File: config.mk
export PLATFORM = sky130hd
export DESIGN_NAME = fwd_operand_mux
export DESIGN_NICKNAME = d
export VERILOG_FILES = /design/src/rtl/fwd_operand_mux.sv
export SDC_FILE = /design/constraint.sdc
export NUM_CORES = 1
export LEC_CHECK = 0
export ABC_AREA = 0
export BUFFER_PORTS_ARGS = -buffer_cell sky130_fd_sc_hd__buf_2
export CAP_MARGIN = 20
export CELL_PAD_IN_SITES_DETAIL_PLACEMENT = 1
export CELL_PAD_IN_SITES_GLOBAL_PLACEMENT = 2
export CORE_AREA = 2 2 117 119
export CTS_CLUSTER_DIAMETER = 120
export CTS_CLUSTER_SIZE = 25
export DETAILED_ROUTE_END_ITERATION = 10
export DIE_AREA = 0 0 119 121
export GPL_TIMING_DRIVEN = 0
export PLACE_DENSITY = 0.86
export SKIP_LAST_GASP = 1
export SYNTH_ARGS = -nofsm -noshare
export SYNTH_HDL_FRONTEND = slang
export SYNTH_SLANG_ARGS = --single-unit
File: constraint.sdc
create_clock -name clk -period 2.5 [get_ports clk]
set_input_delay 0.5 -clock clk [delete_from_list [all_inputs] [get_ports clk]]
set_output_delay 0.5 -clock clk [all_outputs]
set_load 0.05 [all_outputs]
File: src/rtl/fwd_operand_mux.sv
// Registered ID/EX operand select: register file plus prioritised forwarding sources, load-use hazard detect.
// Optional statistics counters are built when FWD_OPERAND_STATS_EN is defined.
module fwd_operand_mux #(
    parameter int WIDTH   = 32,
    parameter int NUM_SRC = 3,
    parameter int ADDR_W  = 5,
    localparam int SEL_W  = $clog2(NUM_SRC)
) (
    input  logic                          clk,
    input  logic                          reset_n,
    input  logic                          in_valid,
    input  logic [ADDR_W-1:0]             rs_addr,
    input  logic [WIDTH-1:0]              rf_data,
    input  logic [NUM_SRC-2:0]            fwd_valid,
    input  logic [NUM_SRC-2:0]            fwd_pending,
    input  logic [(NUM_SRC-1)*ADDR_W-1:0] fwd_addr,
    input  logic [(NUM_SRC-1)*WIDTH-1:0]  fwd_data,
    input  logic                          stall,
    input  logic                          flush,
    output logic                          hazard,
    output logic                          out_valid,
    output logic [WIDTH-1:0]              out_data,
    output logic [SEL_W-1:0]              out_sel,
    output logic [15:0]                   fwd_count,
    output logic [15:0]                   hazard_count
);

    logic [SEL_W-1:0] win_sel;
    logic [WIDTH-1:0] win_data;
    logic             win_pend;
    logic             accept;

    // Walk from lowest priority upward so the youngest matching source overwrites older ones.
    always_comb begin
        win_sel  = '0;
        win_data = rf_data;
        win_pend = 1'b0;
        for (int k = NUM_SRC - 1; k >= 1; k--) begin
            if (fwd_valid[k-1] && (rs_addr != '0) &&
                (fwd_addr[(k-1)*ADDR_W +: ADDR_W] == rs_addr)) begin
                win_sel  = SEL_W'(k);
                win_data = fwd_data[(k-1)*WIDTH +: WIDTH];
                win_pend = fwd_pending[k-1];
            end
        end
    end

    assign hazard = in_valid & win_pend;
    assign accept = in_valid & ~hazard & ~stall & ~flush;

    always_ff @(posedge clk or negedge reset_n) begin
        if (!reset_n) begin
            out_valid <= 1'b0;
            out_data  <= '0;
            out_sel   <= '0;
        end else if (flush) begin
            out_valid <= 1'b0;
        end else if (!stall) begin
            if (accept) begin
                out_valid <= 1'b1;
                out_data  <= win_data;
                out_sel   <= win_sel;
            end else begin
                out_valid <= 1'b0;
            end
        end
    end

`ifdef FWD_OPERAND_STATS_EN
    always_ff @(posedge clk or negedge reset_n) begin
        if (!reset_n) begin
            fwd_count    <= '0;
            hazard_count <= '0;
        end else begin
            if (accept && (win_sel != '0) && (fwd_count != 16'hFFFF))
                fwd_count <= fwd_count + 16'd1;
            if (hazard && (hazard_count != 16'hFFFF))
                hazard_count <= hazard_count + 16'd1;
        end
    end
`else
    assign fwd_count    = 16'd0;
    assign hazard_count = 16'd0;
`endif

endmodule

Word level (Yosys, flattened, before mapping)

Cells that the tools add are included.

$add $sub $neg: 0
Multiply operators: 0
Div/mod/pow operators: 0
Order comparisons: 0
Equality and inequality tests: 3
Shift operators: 0
Muxes and demuxes: 9
Bitwise gates (word level): 7
Reductions and logical operators: 6

Operators by type and width:

| cell                                          | number |
|---|---|
| 2-to-1 mux 32 bit                             | 2 |
| == test 5 bit                                 | 2 |
| 2-to-1 mux 1 bit                              | 5 |
| nonzero test 5 bit                            | 1 |
| AND 1 bit                                     | 4 |
| logical AND 1 bit                             | 4 |
| 2-to-1 mux 2 bit                              | 2 |
| inverter 1 bit                                | 3 |
| AND reduction 3 bit                           | 1 |
| != test 2 x 1 -> 1 bit, second input constant | 1 |

Register bits after elaboration: 35
Latch bits: 0
Bits in writable memories: 0
ROM bits: 0
Input bits: 120
Output and inout bits: 68
Word-level logic and storage cells: 28
Memories kept: 0

Depth between registers and ports, before layout

Depth in word-level cells: 13
Gate-level depth with buffers: 7
Mapped depth without buffers: 5

Worst setup path after synthesis

Ideal clock, no wire load.

Path type: input -> output
Start: input port rs_addr[1]
End: output port hazard
Arrival time: 2.922 ns
Data required time: 2.000 ns
Setup slack: -0.922 ns
Stages: 7
Buffers on the path: 2
Cells stage by stage: or4_4 > o211ai_4 > or2_2 > buf_4 > buf_2 > nand3_1 > a21boi_0

Longest elaborated chain between the ends: 6
Elaborated cells on any way between the ends: 10
Those cells by class: eq/ne: 2; mux: 2; bitwise: 1; reduce/logical: 5

Ends and longest elaborated chain:

| what                            | RTL line | source |
|---|---|---|
| start, declared                 | 12       | `input logic [ADDR_W-1:0] rs_addr,` |
| nonzero test 5 bit              | 39       | `if (fwd_valid[k-1] && (rs_addr != '0) &&` |
| logical AND 1 bit (2 in series) | 39       |  |
| 2-to-1 mux 1 bit                | 39       |  |
| 2-to-1 mux 1 bit *              | 39       |  |
| AND 1 bit *                     | 48       | `assign hazard = in_valid & win_pend;` |
| end, declared                   | 20       | `output logic hazard,` |

Every way passes the cells marked *; elsewhere a longest branch is shown, timed or not.

Final worst setup path

Start: input port rs_addr[4]
End: output port hazard

The elaborated chain is that of the path after synthesis.

==> impl_metrics.sql <==
INSERT INTO impl_metrics (metric_group, metric, value, unit) VALUES
('yosys', 'post_synth_num_cell_types', '27', ''),
('detailed_routing', 'initialDrtViolationCount', '86', ''),
('cells_and_area', 'finalCoreUtilization', '0.321', ''),
('power_and_ir_drop', 'power.density', '620', 'nW/um^2'),
('run', 'max_cap_violations', '0', ''),
('detailed_routing', 'vias', '2979', ''),
('critical_path', 'rrSetupSlack', '1.71', 'ns'),
('critical_path', 'worst-endpoint-arrival', '2.02', 'ns'),
('critical_path', 'critical_path.cell_chain', 'buf_2 > or4_4 > o211ai_4 > or2_4 > buf_8 > nand3_4 > a21boi_4 > buf_6', ''),
('yosys', 'synth_area_leader_cell', 'dfrtp_1', ''),
('timing', 'worst_slack', '-0.0191', 'ns'),
('yosys', 'synthTopCellsByCount', '35 x dfrtp_1, 33 x buf_4, 33 x inv_1, 33 x nor3_1', ''),
('cells_and_area', 'synthToLayoutAreaGrowth', '49.3', '%'),
('timing', 'fin_crit_sh', '1.01', ''),
('yosys', 'post_synth.cell_area_avg', '8.88', 'um^2'),
('yosys', 'yosysMostFrequentCell', 'dfrtp_1', ''),
('yosys', 'synth-seq-area-share', '0.311', ''),
('yosys', 'async_reset_ff_frac', '1.00', ''),
('critical_path', 'critical_path_buf_inv_count', '3', ''),
('grt', 'grt_max_degree', '36', ''),
('die', 'io_pins', '188', ''),
('placed_design', 'place.gp.congestion', '0.761', ''),
('timing', 'fin_hold_ws', '0.339', 'ns'),
('yosys', 'yosys.area.top_type_share', '0.311', ''),
('clock_network', 'numCtsBuffers', '5', ''),
('clock_network', 'clk-insertion-delay-late', '0.27', 'ns'),
('grt', 'grt_pass1_wl', '17100', 'um'),
('timing', 'maxClockFrequency', '397', 'MHz'),
('detailed_routing', 'routed_wire_length_per_instance', '15.7', 'um'),
('placed_design', 'place_hpwl', '8500', 'um'),
('grt', 'antenna_violations_before_repair', '0', ''),
('detailed_routing', 'drt.antenna.violating_nets', '0', ''),
('critical_path', 'cpPeakStageDelay', '0.53', 'ns'),
('detailed_routing', 'drt_pre_antenna_iters', '4', ''),
('yosys', 'synth_flop_cell', 'dfrtp_1', ''),
('die', 'overall_die_height', '121', 'um'),
('timing', 'setup_repair_after_global_routing_missed_its_margin', 'true', ''),
('placed_design', 'io_buffer_count', '155', ''),
('yosys', 'postSynthRegisterBits', '35', ''),
('grt', 'globalRouteOverflowTotal', '0', ''),
('outcome', 'violations_in_the_final_reports', 'negative setup slack', ''),
('yosys', 'post_synthesis_cells', '317', ''),
('critical_path', 'cp-end-kind', 'output port', ''),
('clock_network', 'cts_tree', 'built', ''),
('critical_path', 'critPathRequiredTime', '2.00', 'ns'),
('die', 'die_w', '119', 'um'),
('power_and_ir_drop', 'ir_drop', '0.226', 'mV'),
('die', 'dieArea', '14400', 'um^2'),
('clock_network', 'cts.hold.buffers_added', '0', ''),
('cells_and_area', 'seqCellArea', '876', 'um^2'),
('die', 'core-area', '13100', 'um^2'),
('power_and_ir_drop', 'cellLeakagePower', '0.00207', 'uW'),
('yosys', 'yosys-top-cells-area', 'dfrtp_1 31%, mux2_4 15%, buf_4 8.8%', ''),
('timing', 'slew-limit-headroom', '0.422', ''),
('critical_path', 'startpoint_type', 'input port', ''),
('placed_design', 'placement.setup.worst_slack', '-0.540', 'ns'),
('yosys', 'number_of_flops_mapped_to_enable_cells_by_yosys', '0', ''),
('grt', 'first_global_vias', '3297', ''),
('timing', 'setup_violations', '1', ''),
('detailed_routing', 'detail_route.vias_per_cell', '4.29', ''),
('clock_network', 'clock_tree.htree_level_count', '2', ''),
('timing', 'finalCriticalPeriod', '2.52', 'ns'),
('cells_and_area', 'area_of_the_multi_input_gates', '1590', 'um^2'),
('timing', 'timing.final.max_slew_violations', '0', ''),
('cells_and_area', 'antennaDiodeCount', '0', ''),
('outcome', 'status', 'complete, but fails checks', ''),
('critical_path', 'category_of_the_critical_setup_timing_path', 'in2out', ''),
('detailed_routing', 'drc_errors', '0', ''),
('clock_network', 'cts.path.max_buffers', '2', ''),
('critical_path', 'slowest_stage', 'or4_4', ''),
('clock_network', 'ctsRootBufferMaster', 'clkbuf_16', '');
through the flow:
stage	total power [uW]	area (um^2)	TNS, ns	std cells
2_1_floorplan	1600	2970	-0.117	348
3_3_place_gp	1920	3960	-13.22	679
3_5_place_dp	1940	3960	-13.86	679
4_1_cts	2630	4190	-0.0357	693
5_1_grt	2730	4200	-0.0553	694
6_report	2600	4200	-0.0191	694
placed cells by master (no fill, tap or decap), types with 2 or more instances in the layout:
| cell | Yosys | final |
|---|---|---|
| inv_1 | 33 | 33 |
| o21ai_0 | 32 | 32 |
| clkbuf_16 | 0 | 5 |
| clkbuf_2 | 0 | 4 |
| mux2_4 | 29 | 29 |
| mux2_2 | 5 | 5 |
| conb_1 | 1 | 32 |
| dfrtp_1 | 35 | 35 |
| a31oi_1 | 32 | 32 |
| xnor2_1 | 10 | 10 |
| or3_1 | 32 | 32 |
| buf_2 | 6 | 158 |
| clkbuf_8 | 0 | 2 |
| nand2_1 | 2 | 2 |
| nand4_1 | 2 | 2 |
| buf_6 | 3 | 6 |
| clkbuf_1 | 17 | 14 |
| buf_4 | 33 | 39 |
| nor3_1 | 33 | 33 |
path summary, 6_finish.rpt:
kind                              start      endpoint  cells past startpoint
max                          rs_addr[4]        hazard                      8
min                             reset_n   out_data[1]                      1
min in group clk                  flush     out_valid                      2
max reg2reg                out_data[10]  out_data[10]                      1
min reg2reg                out_data[19]  out_data[19]                      1
max in group asynchronous       reset_n  out_data[15]                      1
logic make-up (layout without fill, tap and decap cells):
family,Yosys count,count (layout),share of synthesized area
compound gates,70,70,0.154
simple gates,75,75,0.150
buf+inv,92,262,0.177
other cells,1,32,0.00133
xor+xnor,10,10,0.0311
flops,35,35,0.311
mux,34,34,0.175
area by class of cell:
class                   instances  share of cell area
well taps                     176              0.0524
plain buffers                  58              0.0912
repair buffers                163               0.203
multi-input cells             221               0.378
flip-flops and latches         35               0.209
clock buffers                   8              0.0372
inverters                      33              0.0295
sequential cells by signal, summed over array words and instances (netlist names):
name / cells
out_data: 32
out_sel: 2
out_valid: 1
where the power goes:
| group | switching [uW] | internal [uW] |
|---|---|---|
| registers | 67.9 | 683 |
| logic | 790 | 392 |
| clock network | 246 | 425 |
repair_timing:
action / 4_1_cts / 5_1_grt
buffers inserted: 7 / 1
resized for setup: 10 / 3
cloned: 0 / 0
pin swaps: 4 / 1
setup endpoints to repair: 34 / 33
per-layer routing:
layer | track usage | vias up | wire length, um
li1 | - | 1446 | -
met1 | 0.188 | 1404 | 4610
met2 | 0.273 | 116 | 5660
met3 | 0.0216 | 13 | 482
met4 | 0.0372 | 0 | 155
met5 | 0 | - | 0
No activity file was read; power rests on OpenSTA's default activity.
